==> config.mk <==
export PLATFORM = sky130hd
export DESIGN_NAME = aes_round_sequencer
export DESIGN_NICKNAME = d
export VERILOG_FILES = /design/src/rtl/aes_round_sequencer.sv
export SDC_FILE = /design/constraint.sdc
export NUM_CORES = 1
export LEC_CHECK = 0
export CAP_MARGIN = 30
export CORE_AREA = 2 2 251 253
export CTS_CLUSTER_SIZE = 30
export DETAILED_ROUTE_END_ITERATION = 6
export DIE_AREA = 0 0 253 255
export DONT_BUFFER_PORTS = 1
export MAX_ROUTING_LAYER = met4
export PLACE_DENSITY = 0.46
export RECOVER_POWER = 100
export SLEW_MARGIN = 25
export SYNTH_ARGS = -nofsm -noshare
export SYNTH_HDL_FRONTEND = slang
export SYNTH_SLANG_ARGS = --single-unit
==> constraint.sdc <==
create_clock -name i_clk -period 2 [get_ports i_clk]
set_input_delay 0.2 -clock i_clk [delete_from_list [all_inputs] [get_ports i_clk]]
set_output_delay 0.2 -clock i_clk [all_outputs]
set_load 0.05 [all_outputs]
==> src/rtl/aes_round_sequencer.sv <==
// Iterative AES round controller: owns the cipher state, walks one round per clock
// through an external round datapath and applies AddRoundKey per byte lane.

module aes_ark_lane #(
  parameter int VEC_W = 8
) (
  input  logic             sel_blk,
  input  logic [VEC_W-1:0] blk,
  input  logic [VEC_W-1:0] res,
  input  logic [VEC_W-1:0] rk,
  output logic [VEC_W-1:0] q
);
  assign q = (sel_blk ? blk : res) ^ rk;
endmodule

module aes_round_sequencer #(
  parameter int NR  = 10,
  parameter int RKW = 4
) (
  input  logic           i_clk,
  input  logic           i_rst_n,
  input  logic           i_valid,
  output logic           o_ready,
  input  logic [127:0]   i_block,
  output logic           o_valid,
  input  logic           i_ready,
  output logic [127:0]   o_block,
  input  logic           i_abort,
  input  logic           i_key_rdy,
  output logic [RKW-1:0] o_rk_idx,
  input  logic [127:0]   i_rk,
  output logic [127:0]   o_rd_state,
  output logic           o_rd_final,
  input  logic [127:0]   i_rd_result
);
  localparam int NUM_LANES = 16;
  localparam int VEC_W     = 8;
  localparam logic [RKW-1:0] NR_I = RKW'(NR);

  typedef enum logic [1:0] {IDLE, ROUND, DONE} st_e;

  st_e                              st;
  logic [RKW-1:0]                   rnd;
  logic [RKW-1:0]                   rnd_nxt;
  logic [127:0]                     state_q;
  logic                             accept;
  logic                             sel_blk;
  logic [NUM_LANES-1:0][VEC_W-1:0]  blk_l, res_l, rk_l, ark_l;

  assign blk_l = i_block;
  assign res_l = i_rd_result;
  assign rk_l  = i_rk;
  // Key 0 whitens the incoming block in IDLE; later rounds key the datapath result.
  assign sel_blk = (st == IDLE);

  for (genvar l = 0; l < NUM_LANES; l++) begin : g_lane
    aes_ark_lane #(.VEC_W(VEC_W)) u_ark (
      .sel_blk (sel_blk),
      .blk     (blk_l[l]),
      .res     (res_l[l]),
      .rk      (rk_l[l]),
      .q       (ark_l[l])
    );
  end

  assign o_ready    = (st == IDLE) && i_key_rdy;
  // Abort takes priority over a new block even while idle.
  assign accept     = o_ready && i_valid && !i_abort;
  assign rnd_nxt    = rnd + 1'b1;
  assign o_rk_idx   = rnd;
  assign o_rd_state = state_q;

  always_ff @(posedge i_clk or negedge i_rst_n) begin
    if (!i_rst_n) begin
      st         <= IDLE;
      rnd        <= '0;
      state_q    <= '0;
      o_block    <= '0;
      o_valid    <= 1'b0;
      o_rd_final <= 1'b0;
    end else begin
      case (st)
        IDLE: begin
          if (accept) begin
            state_q    <= ark_l;
            rnd        <= RKW'(1);
            o_rd_final <= (NR_I == RKW'(1));
            st         <= ROUND;
          end
        end
        ROUND: begin
          if (i_abort) begin
            rnd        <= '0;
            o_rd_final <= 1'b0;
            st         <= IDLE;
          end else begin
            state_q <= ark_l;
            if (rnd == NR_I) begin
              // rnd parks at 0 so o_rk_idx never leaves the valid key range.
              o_block    <= ark_l;
              o_valid    <= 1'b1;
              rnd        <= '0;
              o_rd_final <= 1'b0;
              st         <= DONE;
            end else begin
              rnd        <= rnd_nxt;
              o_rd_final <= (rnd_nxt == NR_I);
            end
          end
        end
        DONE: begin
          if (i_abort || i_ready) begin
            o_valid <= 1'b0;
            st      <= IDLE;
          end
        end
        default: st <= IDLE;
      endcase
    end
  end
endmodule

==> results.md <==
* Number of different library cells in the post-synthesis netlist at 28
* R2R depth at 5
* CP max-delay cell: dfrtp_4
* Clk root buf: clkbuf_16
* Starting Density at 0.229
* Fill cell instance count of the final layout at ~6400
* Capturing element of the worst setup path: o_block[59]
* Final layout net count at between 2000 and 2500
* Fin. Hold Viols at ~260
* Register Area at approximately 6600 µm²
* Ratio of final minimum period to clock period at 0.991
* Violations in the final reports: hold timing
* Cell chain of the critical path: or3b_4, or2_4, buf_12, clkbuf_16, o31ai_2
* Share of final-layout standard cells stronger than drive strength 1 at 0.0840
* IO Count at roughly 650
* Synth Instances at about 1500
* Violation count after the first detailed-route iteration at ~800
* Yosys warning total at 0
* Leakage power summed over all cells at around 7.4 nW
* Post-synth EDFFs at 0
* Max H-tree Level at 1
* Final worst path period need at between 1.5 and 2 ns
* Number of buffers added by the clock tree synthesis step at 31
* Largest net degree at the start of global routing at 265
* Overall die area at roughly 65000 µm²
* Fraction of registers with async set/reset at 1.00
* Post-detailed-routing wire length at ~60000 µm
* Total global-route track usage at 0.173
* Dominant cell by count in the synthesized netlist: dfrtp_1
* Average cell area after synthesis at 9.70 µm²
* Vias in the first global route at between 10000 and 15000
* Clock-pin slew reported for the worst setup and hold paths after clock tree synthesis at approximately 0.060 ns
* Bufs on Longest Clock Path at 3
* Port Buf Inserts at 0
* Startpoint kind of the worst setup timing path: flip-flop
* List of most frequent post-synthesis cells: dfrtp_1 (264), o21ai_0 (257), o31ai_1 (257)
* Core Rows at around 90
* Cell Area, Synth at roughly 14000 µm²
* Antenna Nets Post-Route at 0
* Detail Placement HPWL at just under 40000 µm
* Path category of the worst min-delay check: in -> async
* Fmax achieved at ~500 MHz
* Worst-Margin Slew at 0.803 ns
* Worst Setup SP: st[1]
* Share of the synthesized area in the top cell type at 0.464
* Outcome: finished, violations left
* Worst-case vdd ir drop at approximately 0.00059 V
* Relative max-transition margin at 0.465
* Critical path arrival at around 2.5 ns
* Type of the setup path with the least slack: reg -> reg
* X dimension of the die at roughly 250 µm
* Nets in the synthesized netlist at 1862
* Endpoint of the lowest-slack register-to-register path: o_block[59]
* Later-pin clock latency in the skew report at around 0.57 ns
* Number of iterations in the first detailed-routing pass at 5
* Summed area of non-filler cells in the final layout at 19100 µm²
* CP Capture Type: flip-flop
* Chip Height at ~260 µm
* Area added between synthesis and finish at 33.8%
* Number of antenna violations at the first check in global routing at 14
* Worst Path Required at approximately 2.5 ns
* DRC violation count after routing at 0
* Dominant synthesized flop cell: dfrtp_1
* Hold Slack at -0.684 ns
* Core footprint at about 62000 µm²
* Beginning of the worst register-to-register path: st[1]
* CTS Hold Bufs at approximately 240
* Clock skew at around 0.013 ns
* Synthesis-stage register bit count at 264
* CTS tree: done
* Max cap viols at 0
* RSZ-0062 raised after global routing: yes
* Largest cells by area after synthesis: dfrtp_1 (46%), o31ai_1 (14%), o21a_1 (13%)
* Final count of negative-setup-slack endpoints at 0
* Seq/Total Area, Yosys at 0.464
* Wire length of the first global-routing pass at ~84000 µm
* Overall via count from detail_route at roughly 13000
* Area occupied by multi-input gates at about 7200 µm²
* Reg2reg setup slack at around 0.019 ns
* Vias per std cell at approximately 5.4
* Number of max-slew violations in the final report at 0
* Slowest stage delay, CP at 0.51 ns
* Average wire per standard cell at roughly 24 µm
* Residual overflow from global routing at 0
* Worst-path maximum fanout at 8
* Final RePlAce weighted congestion at approximately 0.8
* Placement-stage cell area at about 15000 µm²
* Power per Cell Area at around 880 nW/µm²
* CTS sink cnt at 264
* Synth area leader: dfrtp_1
* Total power draw at ~17 mW
-- report_power, final --
| part | internal, mW | switching, mW | total [mW] | leakage, nW |
|---|---|---|---|---|
| registers | 5.93 | 2.72 | 8.65 | 3.46 |
| clock network | 3.09 | 2.26 | 5.35 | 0.447 |
| logic | 1.24 | 1.55 | 2.79 | 3.45 |
-- cells by family (layout without fill, tap and decap cells) --
| kind of cell | after synthesis | in the layout | share of synthesized area |
|---|---|---|---|
| fa+ha+maj | 3 | 3 | 0.00263 |
| flops | 264 | 264 | 0.464 |
| simple gates | 272 | 272 | 0.120 |
| xor+xnor | 1 | 1 | 0.000615 |
| other cells | 0 | 13 | 0 |
| buf+inv | 149 | 371 | 0.0478 |
| compound gates | 780 | 780 | 0.365 |
-- final cells by class --
type	instances	share of cell area
clock buffer	47	0.0459
sequential	264	0.347
multi-input combinational	1056	0.377
tap	799	0.0524
timing repair buffer	314	0.172
antenna	13	0.00171
inverter	7	0.00138
clock inverter	3	0.00210
-- routing by layer --
metal	up-vias	wire [µm]	part of all wire	global-route usage
met2	541	29200	0.49	0.293
met4	0	2070	0.035	0.0725
met5	-	0	0	-
met1	6630	23000	0.39	0.191
met3	112	4830	0.082	0.0484
li1	6120	-	-	-
-- worst min-delay path by stage --
stage	slack (ns)	end	cells past startpoint
after global routing	-0.70	o_rd_state[91]	0
after detailed placement	-0.09	o_block[91]	0
after global placement	-0.09	o_rd_state[91]	0
after floorplan	-0.1	o_block[0]	0
final	-0.68	o_rd_state[84]	0
after CTS	-0.71	o_block[85]	0
-- layout by cell type, fill, tap and decap left out, types with 17 or more instances in the layout --
cell type / synthesis / routed
clkbuf_1: 100 / 25
o21ai_0: 257 / 257
buf_12: 0 / 17
o31ai_1: 257 / 229
o21a_1: 256 / 256
clkbuf_16: 0 / 35
o31ai_2: 0 / 26
buf_4: 1 / 27
dfrtp_1: 264 / 262
nor3_1: 128 / 128
dlygate4sd3_1: 0 / 241
nor3b_1: 130 / 121
-- timing repair --
| item | in CTS | in global routing |
|---|---|---|
| resized for setup | 10 | 37 |
| endpoints found under the hold margin | 524 | 264 |
| buffers inserted | 2 | 11 |
| cloned | 1 | 5 |
| endpoints found under the setup margin | 1 | 102 |
| pin swaps | 0 | 2 |
-- state kept, by name, indices dropped and copies added (netlist names) --
signal / count
o_block: 128
o_rd_final: 1
o_rd_state: 128
o_rk_idx: 4
o_valid: 1
st: 2
-- metrics by stage --
| step | worst slack (ns) | setup TNS [ns] | hold WS (ns) | utilization | std cells |
|---|---|---|---|---|---|
| after floorplan | 0.0759 | 0 | -0.0956 | - | 1469 |
| after global placement | 0.113 | 0 | -0.0890 | 0.246 | 2181 |
| after detailed placement | 0.0606 | 0 | -0.0896 | 0.246 | 2181 |
| after CTS | -0.00852 | -0.00978 | -0.710 | 0.301 | 2474 |
| after global routing | -0.0467 | -0.330 | -0.703 | 0.307 | 2502 |
| final | 0.0186 | 0 | -0.684 | 0.307 | 2503 |
-- worst max-delay path: cells and delay by family, from the launching register on --
kind,cells,cell delay (ns)
flops,1,0.51
buf+inv,2,0.34
compound gates,1,0.25
simple gates,2,0.78
Power figures use the tool's default switching activity.
